===== src/rtl/pat_his_tab_pkg.sv =====
// Pattern history table: shared widths, init value and FSM encoding.
// Index width matches the upstream history table so both stages agree.
package pat_his_tab_pkg;

  localparam int HIS_WIDTH = 10;
  localparam int CNT_WIDTH = 2;
  localparam int DEPTH     = 1 << HIS_WIDTH;

  localparam logic [CNT_WIDTH-1:0] INIT_CNT = 2'b01;
  localparam logic [CNT_WIDTH-1:0] CNT_MAX  = '1;

  typedef logic [HIS_WIDTH-1:0] his_t;
  typedef logic [CNT_WIDTH-1:0] cnt_t;

  // one-hot-ish encoding leaves spare codes that fall back to init
  typedef enum logic [1:0] {
    S_INIT = 2'b01,
    S_RUN  = 2'b10
  } state_t;

endpackage


===== src/rtl/pat_his_tab_if.sv =====
// Lookup/train request and prediction bundle between the history
// stage (master) and the pattern history table (slave).
interface pat_his_tab_if;
  import pat_his_tab_pkg::*;

  logic rd_valid;
  his_t rd_his;
  logic upd_en;
  his_t upd_his;
  logic upd_taken;
  logic pred_valid;
  logic pred_taken;
  cnt_t pred_cnt;
  logic ready;

  modport master (
    output rd_valid,
    output rd_his,
    output upd_en,
    output upd_his,
    output upd_taken,
    input  pred_valid,
    input  pred_taken,
    input  pred_cnt,
    input  ready
  );

  modport slave (
    input  rd_valid,
    input  rd_his,
    input  upd_en,
    input  upd_his,
    input  upd_taken,
    output pred_valid,
    output pred_taken,
    output pred_cnt,
    output ready
  );

endinterface


===== src/rtl/pat_his_tab_sat_cnt_upd.sv =====
// Saturating up/down next-value for one counter entry.
// Never wraps: max+taken stays max, 0+not-taken stays 0.
module sat_cnt_upd
  import pat_his_tab_pkg::*;
(
  input  cnt_t cnt_in,
  input  logic taken,
  output cnt_t cnt_out
);

  always_comb begin
    cnt_out = cnt_in;
    if (taken) begin
      if (cnt_in != CNT_MAX)
        cnt_out = cnt_in + CNT_WIDTH'(1);
    end else begin
      if (cnt_in != '0)
        cnt_out = cnt_in - CNT_WIDTH'(1);
    end
  end

endmodule


===== src/rtl/pat_his_tab.sv =====
// Pattern history table: 2-bit counters indexed by local history,
// registered lookup, single-cycle train, post-reset init sweep.
module pat_his_tab
  import pat_his_tab_pkg::*;
(
  input logic         clk,
  input logic         reset,
  pat_his_tab_if.slave bus
);

  cnt_t   tab [DEPTH];
  state_t state;
  his_t   init_ptr;

  logic   pred_valid;
  logic   pred_taken;
  cnt_t   pred_cnt;
  logic   ready;

  logic   run;
  logic   collide;
  cnt_t   rd_cur;
  cnt_t   upd_cur;
  cnt_t   upd_nxt;
  cnt_t   byp_nxt;
  cnt_t   eff_cnt;

  assign run     = (state == S_RUN);
  assign rd_cur  = tab[bus.rd_his];
  assign upd_cur = tab[bus.upd_his];

  sat_cnt_upd u_trn (
    .cnt_in  (upd_cur),
    .taken   (bus.upd_taken),
    .cnt_out (upd_nxt)
  );

  sat_cnt_upd u_byp (
    .cnt_in  (upd_cur),
    .taken   (bus.upd_taken),
    .cnt_out (byp_nxt)
  );

  // same-cycle train to the looked-up entry: return the new value
  assign collide = bus.rd_valid & bus.upd_en
                 & (bus.rd_his == bus.upd_his);
  assign eff_cnt = collide ? byp_nxt : rd_cur;

  always_ff @(posedge clk) begin
    if (!reset) begin
      state      <= S_INIT;
      init_ptr   <= '0;
      pred_valid <= 1'b0;
      pred_taken <= 1'b0;
      pred_cnt   <= '0;
      ready      <= 1'b0;
    end else begin
      case (state)
        S_RUN: begin
          ready      <= 1'b1;
          pred_valid <= bus.rd_valid;
          if (bus.rd_valid) begin
            pred_cnt   <= eff_cnt;
            pred_taken <= eff_cnt[CNT_WIDTH-1];
          end
        end
        default: begin
          pred_valid <= 1'b0;
          init_ptr   <= init_ptr + HIS_WIDTH'(1);
          if (&init_ptr) begin
            state <= S_RUN;
            ready <= 1'b1;
          end else begin
            state <= S_INIT;
          end
        end
      endcase
    end
  end

  // storage has no reset; the sweep is what initialises it
  always_ff @(posedge clk) begin
    if (reset) begin
      if (run) begin
        if (bus.upd_en)
          tab[bus.upd_his] <= upd_nxt;
      end else begin
        tab[init_ptr] <= INIT_CNT;
      end
    end
  end

  assign bus.pred_valid = pred_valid;
  assign bus.pred_taken = pred_taken;
  assign bus.pred_cnt   = pred_cnt;
  assign bus.ready      = ready;

endmodule


===== src/flat_wrapper.sv =====
// flat-port wrapper written by rule: the top's interface ports become plain ports
module pat_his_tab_flat import pat_his_tab_pkg::*;
  (clk, reset, bus_rd_valid, bus_rd_his, bus_upd_en, bus_upd_his, bus_upd_taken, bus_pred_valid, bus_pred_taken, bus_pred_cnt, bus_ready);
  pat_his_tab_if bus_i ();
  input logic clk;
  input logic reset;
  input wire logic [$bits(bus_i.rd_valid)-1:0] bus_rd_valid;
  input wire logic [$bits(bus_i.rd_his)-1:0] bus_rd_his;
  input wire logic [$bits(bus_i.upd_en)-1:0] bus_upd_en;
  input wire logic [$bits(bus_i.upd_his)-1:0] bus_upd_his;
  input wire logic [$bits(bus_i.upd_taken)-1:0] bus_upd_taken;
  output wire logic [$bits(bus_i.pred_valid)-1:0] bus_pred_valid;
  output wire logic [$bits(bus_i.pred_taken)-1:0] bus_pred_taken;
  output wire logic [$bits(bus_i.pred_cnt)-1:0] bus_pred_cnt;
  output wire logic [$bits(bus_i.ready)-1:0] bus_ready;
  assign bus_i.rd_valid = bus_rd_valid;
  assign bus_i.rd_his = bus_rd_his;
  assign bus_i.upd_en = bus_upd_en;
  assign bus_i.upd_his = bus_upd_his;
  assign bus_i.upd_taken = bus_upd_taken;
  assign bus_pred_valid = bus_i.pred_valid;
  assign bus_pred_taken = bus_i.pred_taken;
  assign bus_pred_cnt = bus_i.pred_cnt;
  assign bus_ready = bus_i.ready;
  pat_his_tab u_core (.clk(clk), .reset(reset), .bus(bus_i));
endmodule

===== config.mk =====
export PLATFORM = sky130hd
export DESIGN_NAME = pat_his_tab_flat
export DESIGN_NICKNAME = d
export VERILOG_FILES = /design/src/rtl/pat_his_tab_pkg.sv /design/src/rtl/pat_his_tab_if.sv /design/src/rtl/pat_his_tab_sat_cnt_upd.sv /design/src/rtl/pat_his_tab.sv /design/src/flat_wrapper.sv
export SDC_FILE = /design/constraint.sdc
export NUM_CORES = 2
export LEC_CHECK = 0
export BUFFER_PORTS_ARGS = -buffer_cell sky130_fd_sc_hd__buf_2
export CAP_MARGIN = 20
export CORE_ASPECT_RATIO = 0.5
export CORE_UTILIZATION = 50
export CTS_BUF_LIST = sky130_fd_sc_hd__clkbuf_8
export CTS_CLUSTER_DIAMETER = 200
export CTS_CLUSTER_SIZE = 8
export DETAILED_ROUTE_END_ITERATION = 7
export GPL_TIMING_DRIVEN = 0
export PLACE_DENSITY = 0.65
export REMOVE_ABC_BUFFERS = 1
export SLEW_MARGIN = 20
export SYNTH_ARGS = -nofsm -noshare
export SYNTH_HDL_FRONTEND = slang
export SYNTH_SLANG_ARGS = --single-unit
export TNS_END_PERCENT = 10

===== constraint.sdc =====
create_clock -name clk -period 44.1 [get_ports clk]
set_input_delay 4.41 -clock clk [delete_from_list [all_inputs] [get_ports clk]]
set_output_delay 4.41 -clock clk [all_outputs]
set_load 0.01 [all_outputs]

# Word level (Yosys, flattened, before mapping)
# Memories as Yosys holds them, arrays and structs flattened.
# Cells that the tools add are included.
dict set report word_totals {
  regBits 17
  mem_bits_rw 2048
  output_inout_bits 5
  mem_count 1
}
dict set report classes {
  addsub 3
  eq_ne 3
  muxes 17
  n_bitwise 2
  n_reduce_logical 6
}
# memory words width rd rd_ports_with_merged_regs wr line_no
set mem_list {}
lappend mem_list {u_core.tab 1024 2 2 0 1 pat_his_tab.sv:11} ;# cnt_t tab [DEPTH];
# cell count
set op_table {}
lappend op_table {{2-bit two-way mux} 6}
lappend op_table {{10-bit by 1-bit adder with 10-bit output (second input constant)} 1}
lappend op_table {{10-bit == test} 1}
lappend op_table {{1-bit two-way mux} 10}
lappend op_table {{10-bit two-way mux} 1}
lappend op_table {{10-bit AND reduction} 1}
lappend op_table {{2-bit AND reduction} 2}
lappend op_table {{2-bit nonzero test} 2}
lappend op_table {{2-bit by 1-bit adder with 2-bit output (second input constant)} 1}
lappend op_table {{1-bit bitwise AND} 2}
lappend op_table {{2-bit == test (second input constant)} 1}
lappend op_table {{2-bit inequality test (second input constant)} 1}
lappend op_table {{2-bit OR reduction} 1}
lappend op_table {{2-bit by 1-bit subtractor with 2-bit output (second input constant)} 1}

# Depth between registers and ports, before layout
dict set report logic_depth {
  depth_word 6
  mapped_depth 16
}

# Hierarchy
# Synthesis repeated with hierarchy kept, for this count alone.
dict set report hier_totals {
  cells_unflattened 5868
  hier_area_um2 100411.3
}
# module n_inst cells_per_inst area_each_um2
set by_module_without_submodules {}
lappend by_module_without_submodules {pat_his_tab 1 5862 100358.8}
lappend by_module_without_submodules {sat_cnt_upd 2 3 26.3}

# Worst setup path before layout
# OpenSTA, ideal clock, no wires.
dict set report synth_timing {
  kind {in2reg}
  start {input bus_upd_his[0]}
  end {memory u_core.tab[0][1] (netlist name), data pin}
  setup_time_ps 4951
  arrival_ps 30338
  t_required_ps 39149
  path_slack_ps 8812
  stages 14
  n_path_buf 6
  path_cell_list {buf_6 > buf_6 > buf_6 > buf_6 > buf_6 > buf_6 > nand2_1 > a311oi_1 > nor4_1 > or4b_1 > a31oi_1 > nor4_1 > maj3_1 > nor2_1}
}
dict set report synth_via {
  elab_chain_cells 5
}
# item line_no
set synth_rtl {}
lappend synth_rtl {{start, declared} flat_wrapper.sv:10} ;# input wire logic [$bits(bus_i.upd_his)-1:0] bus_upd_his;
lappend synth_rtl {{memory 1024 x 2 bit (*)} -}
lappend synth_rtl {{2-bit by 1-bit subtractor with 2-bit output, or another cell as far along} pat_his_tab_sat_cnt_upd.sv:18} ;# cnt_out = cnt_in - CNT_WIDTH'(1);
lappend synth_rtl {{2-bit two-way mux, on equally long branches} {pat_his_tab_sat_cnt_upd.sv:17, pat_his_tab_sat_cnt_upd.sv:14}}
lappend synth_rtl {{2-bit two-way mux (*)} pat_his_tab_sat_cnt_upd.sv:13} ;# if (taken) begin
lappend synth_rtl {{2-bit two-way mux (no source line) (*)} -}
lappend synth_rtl {{end, declared} pat_his_tab.sv:11}
# Every way passes the cells marked *; elsewhere a longest branch is shown, timed or not.

# Worst setup path after layout
dict set report layout_timing {
  start {input bus_upd_his[0]}
  end {memory u_core.tab[471][0] (netlist name), data pin}
}
# The elaborated chain is that of the path after synthesis.

==> flow_metrics.py <==
metrics = {
    "global_routing": {
        "overflow": 0,
        "grt_pass1_vias": 63800,
        "grtUsageTotal_pct": 33.0,
        "antenna_found_initial": 23,
        "grt_pass1_wl_mm": 468,
        "grt_start_max_net_pins": 87,
    },
    "sta": {
        "setup_viol": 0,
        "final_hold_viol_count": 0,
        "max_freq_mhz": 88.1,
        "setup_slack_ns": 32.74,
        "drv_slew": 0,
        "period_minus_slack_ns": 11.36,
        "slew_headroom_pct": 12.6,
        "tns_ns": 0,
        "tightest_slew_ns": 1.31,
        "fin_skew_ns": 0.0659,
        "rsz0062_at_grt": "no",
        "finalCritPeriodShare_pct": 25.8,
    },
    "placed_design": {
        "placedCellCount": 8213,
        "io_buffers": 29,
        "gp_congestion": 0.878,
        "place_ws_ns": 31.90,
        "dp_hpwl_mm": 213,
    },
    "die": {
        "rows": 115,
        "die-area_um2": 202000,
        "io-pin-count": 30,
        "die_w_um": 634,
        "core_region_area_um2": 198000,
        "fp.dieH_um": 318,
        "start_util_pct": 50.6,
    },
    "clock_network": {
        "clock_latency_ns": 0.98,
        "cts_tree": "done",
        "postCtsSetupBuffers": 0,
        "root_buffer": "clkbuf_8",
        "cts_buffer_depth": 4,
        "cts.sink_count": 2064,
        "post_cts_resize_count": 0,
        "ctsHoldBuffers": 0,
        "numCtsBuffers": 299,
        "clk_pin_slew_ns": 0.06,
        "htreeDepth": 5,
    },
    "logic_synthesis": {
        "synth_seq_cells": 2064,
        "ys.flop_type": "edfxtp_1",
        "syn_avg_cell_area_um2": 16.7,
        "ys_seq_area_share_pct": 61.9,
        "ys_warn_count": 0,
        "yosysUniqueCellTypes": 69,
        "synth_edf_count": 2048,
        "netlist_area_um2": 99900,
        "async_reset_ff_share_pct": 0,
        "synth_cells": 5971,
    },
    "drt": {
        "drc_errors": 0,
        "dr.pass1.iters": 6,
        "routed_via_density": 7.43,
        "drt-total-wl_mm": 334,
        "first_iter_violations": 11200,
        "vias": 63700,
        "wl_per_cell_um": 39.0,
        "ant_nets": 0,
    },
    "worst_setup_path": {
        "arrival_ns": 11.99,
        "crit_fanout": 75,
        "critical_path.startpoint_type": "input pin",
        "r2r_slack_ns": 37.97,
        "setup.worst_path.class": "input pin to flop",
        "crit_path_end_kind": "flop",
        "crit_required_ns": 44.73,
    },
    "finish": {
        "nets": 5910,
        "final_util_pct": 55.4,
        "instances_no_fill": 8568,
        "drive_gt1_share_pct": 28.0,
        "syn2layout_area_growth_pct": 9.60,
    },
    "power_and_ir_drop": {
        "leakage_uw": 0.0331,
        "p_per_area_nw_per_um2": 36.7,
        "vdd_drop_max_v": 0.0000222,
    },
    "job": {
        "cap_violations": 0,
    },
    "outcome": {
        "status": "completed",
    },
    "hold_path": {
        "min-delay-path-class": "flop to flop",
    },
}
[placed cells by master (no fill, tap or decap), types with 19 or more instances in the layout]
master,n
buf_12,51
a22o_1,50
nor3_1,27
a22oi_1,170
clkbuf_8,311
nor2b_1,23
a211oi_1,19
nand2_4,32
mux4_2,1022
inv_1,27
buf_2,22
nor2_1,1065
nand2_1,145
a21oi_1,108
nand2_2,32
a221oi_1,67
nand2b_1,21
o21ai_0,34
edfxtp_1,2048
buf_16,95
o221ai_1,28
a31oi_1,22
nand3_1,31
o22ai_1,67
nor4_1,23
mux2i_1,135
[layer usage]
metal	vias up	GRT usage, %	wire length, µm
li1	24100	-	-
met1	33200	44.5	118000
met2	5391	47.6	146000
met3	998	12.6	52200
met4	18	15.0	17300
met5	-	0.260	180
[Yosys cell counts (all sizes together), types with 10 or more instances]
| cell | n | area (µm²) |
|---|---|---|
| edfxtp | 2048 | 61500 |
| nand2 | 209 | 785 |
| a21oi | 108 | 541 |
| a32oi | 16 | 140 |
| mux4 | 1022 | 23000 |
| mux2 | 10 | 113 |
| nor4 | 26 | 163 |
| nand3 | 31 | 155 |
| nor3 | 28 | 140 |
| buf | 227 | 1380 |
| clkbuf | 345 | 1290 |
| and2 | 14 | 87.6 |
| a22oi | 171 | 1290 |
| dfxtp | 16 | 320 |
| nand2b | 27 | 169 |
| o21ai | 41 | 205 |
| a31oi | 23 | 150 |
| nor2b | 32 | 200 |
| o221ai | 28 | 245 |
| o22ai | 67 | 419 |
| a22o | 50 | 438 |
| nor2 | 1078 | 4050 |
| mux2i | 135 | 1350 |
| xor2 | 11 | 96.3 |
| a221oi | 67 | 587 |
| a211oi | 21 | 163 |
[cells by family after synthesis]
kind of cell	Yosys count	synth area share, %
mux	1167	24.5
flops	2064	61.9
fa+ha+maj	3	0.0338
xor+xnor	19	0.167
compound gates	642	4.62
buf+inv	583	2.72
simple gates	1493	6.08
[worst paths after layout]
check                startpoint            endpoint  depth (start not counted)
max              bus_upd_his[0]  u_core.tab[471][0]                         18
min            u_core.bus.ready    u_core.bus.ready                          2
max reg2reg  u_core.tab[411][1]  u_core.tab[471][0]                         14
min reg2reg    u_core.bus.ready    u_core.bus.ready                          2
[power breakdown]
part | switching [µW] | internal (µW)
registers | 0.970 | 2220
clock network | 712 | 628
logic | 296 | 161
total | 1010 | 3010
[through the flow]
step | hold WS (ns) | instance area [µm²] | power, µW
finish | 0.447 | 109000 | 4020
floorplan | 0.467 | 97200 | 2580
global route | 0.469 | 109000 | 4110
detailed placement | 0.440 | 105000 | 2710
CTS | 0.449 | 109000 | 4010
global placement | 0.441 | 101000 | 3000
[state kept, by name, summed over array words and instances, names as in the netlist]
signal / count
u_core.bus.pred_valid: 1
u_core.bus.ready: 1
u_core.state: 2
u_core.bus.pred_taken: 1
u_core.init_ptr: 10
u_core.bus.pred_cnt: 1
u_core.tab: 2048
[critical path, stage by stage]
cell and delay, ns:
buf_12 0.30, buf_16 0.41, buf_16 0.36, buf_16 0.43, buf_16 0.45, mux4_2 0.61, and2_1 0.17, a2111oi_0 0.99
nor4_1 0.33, nand4_1 0.28, nor4_1 0.09, nor4_1 0.75, maj3_2 0.39, nand2_4 0.36, buf_12 0.38, buf_16 0.22
buf_16 0.25, buf_16 0.25
[area by class of cell]
cell class                 instances  area (µm²)
fill                           14900       88100
sequential                      2064       61800
multi-input combinational       3324       35900
clock buffer                     311        4280
timing repair buffer             184        3930
tap                             2632        3290
clock inverter                    28         138
inverter                          11        58.8
antenna                           14        35.0
Power figures use the tool's default switching activity.
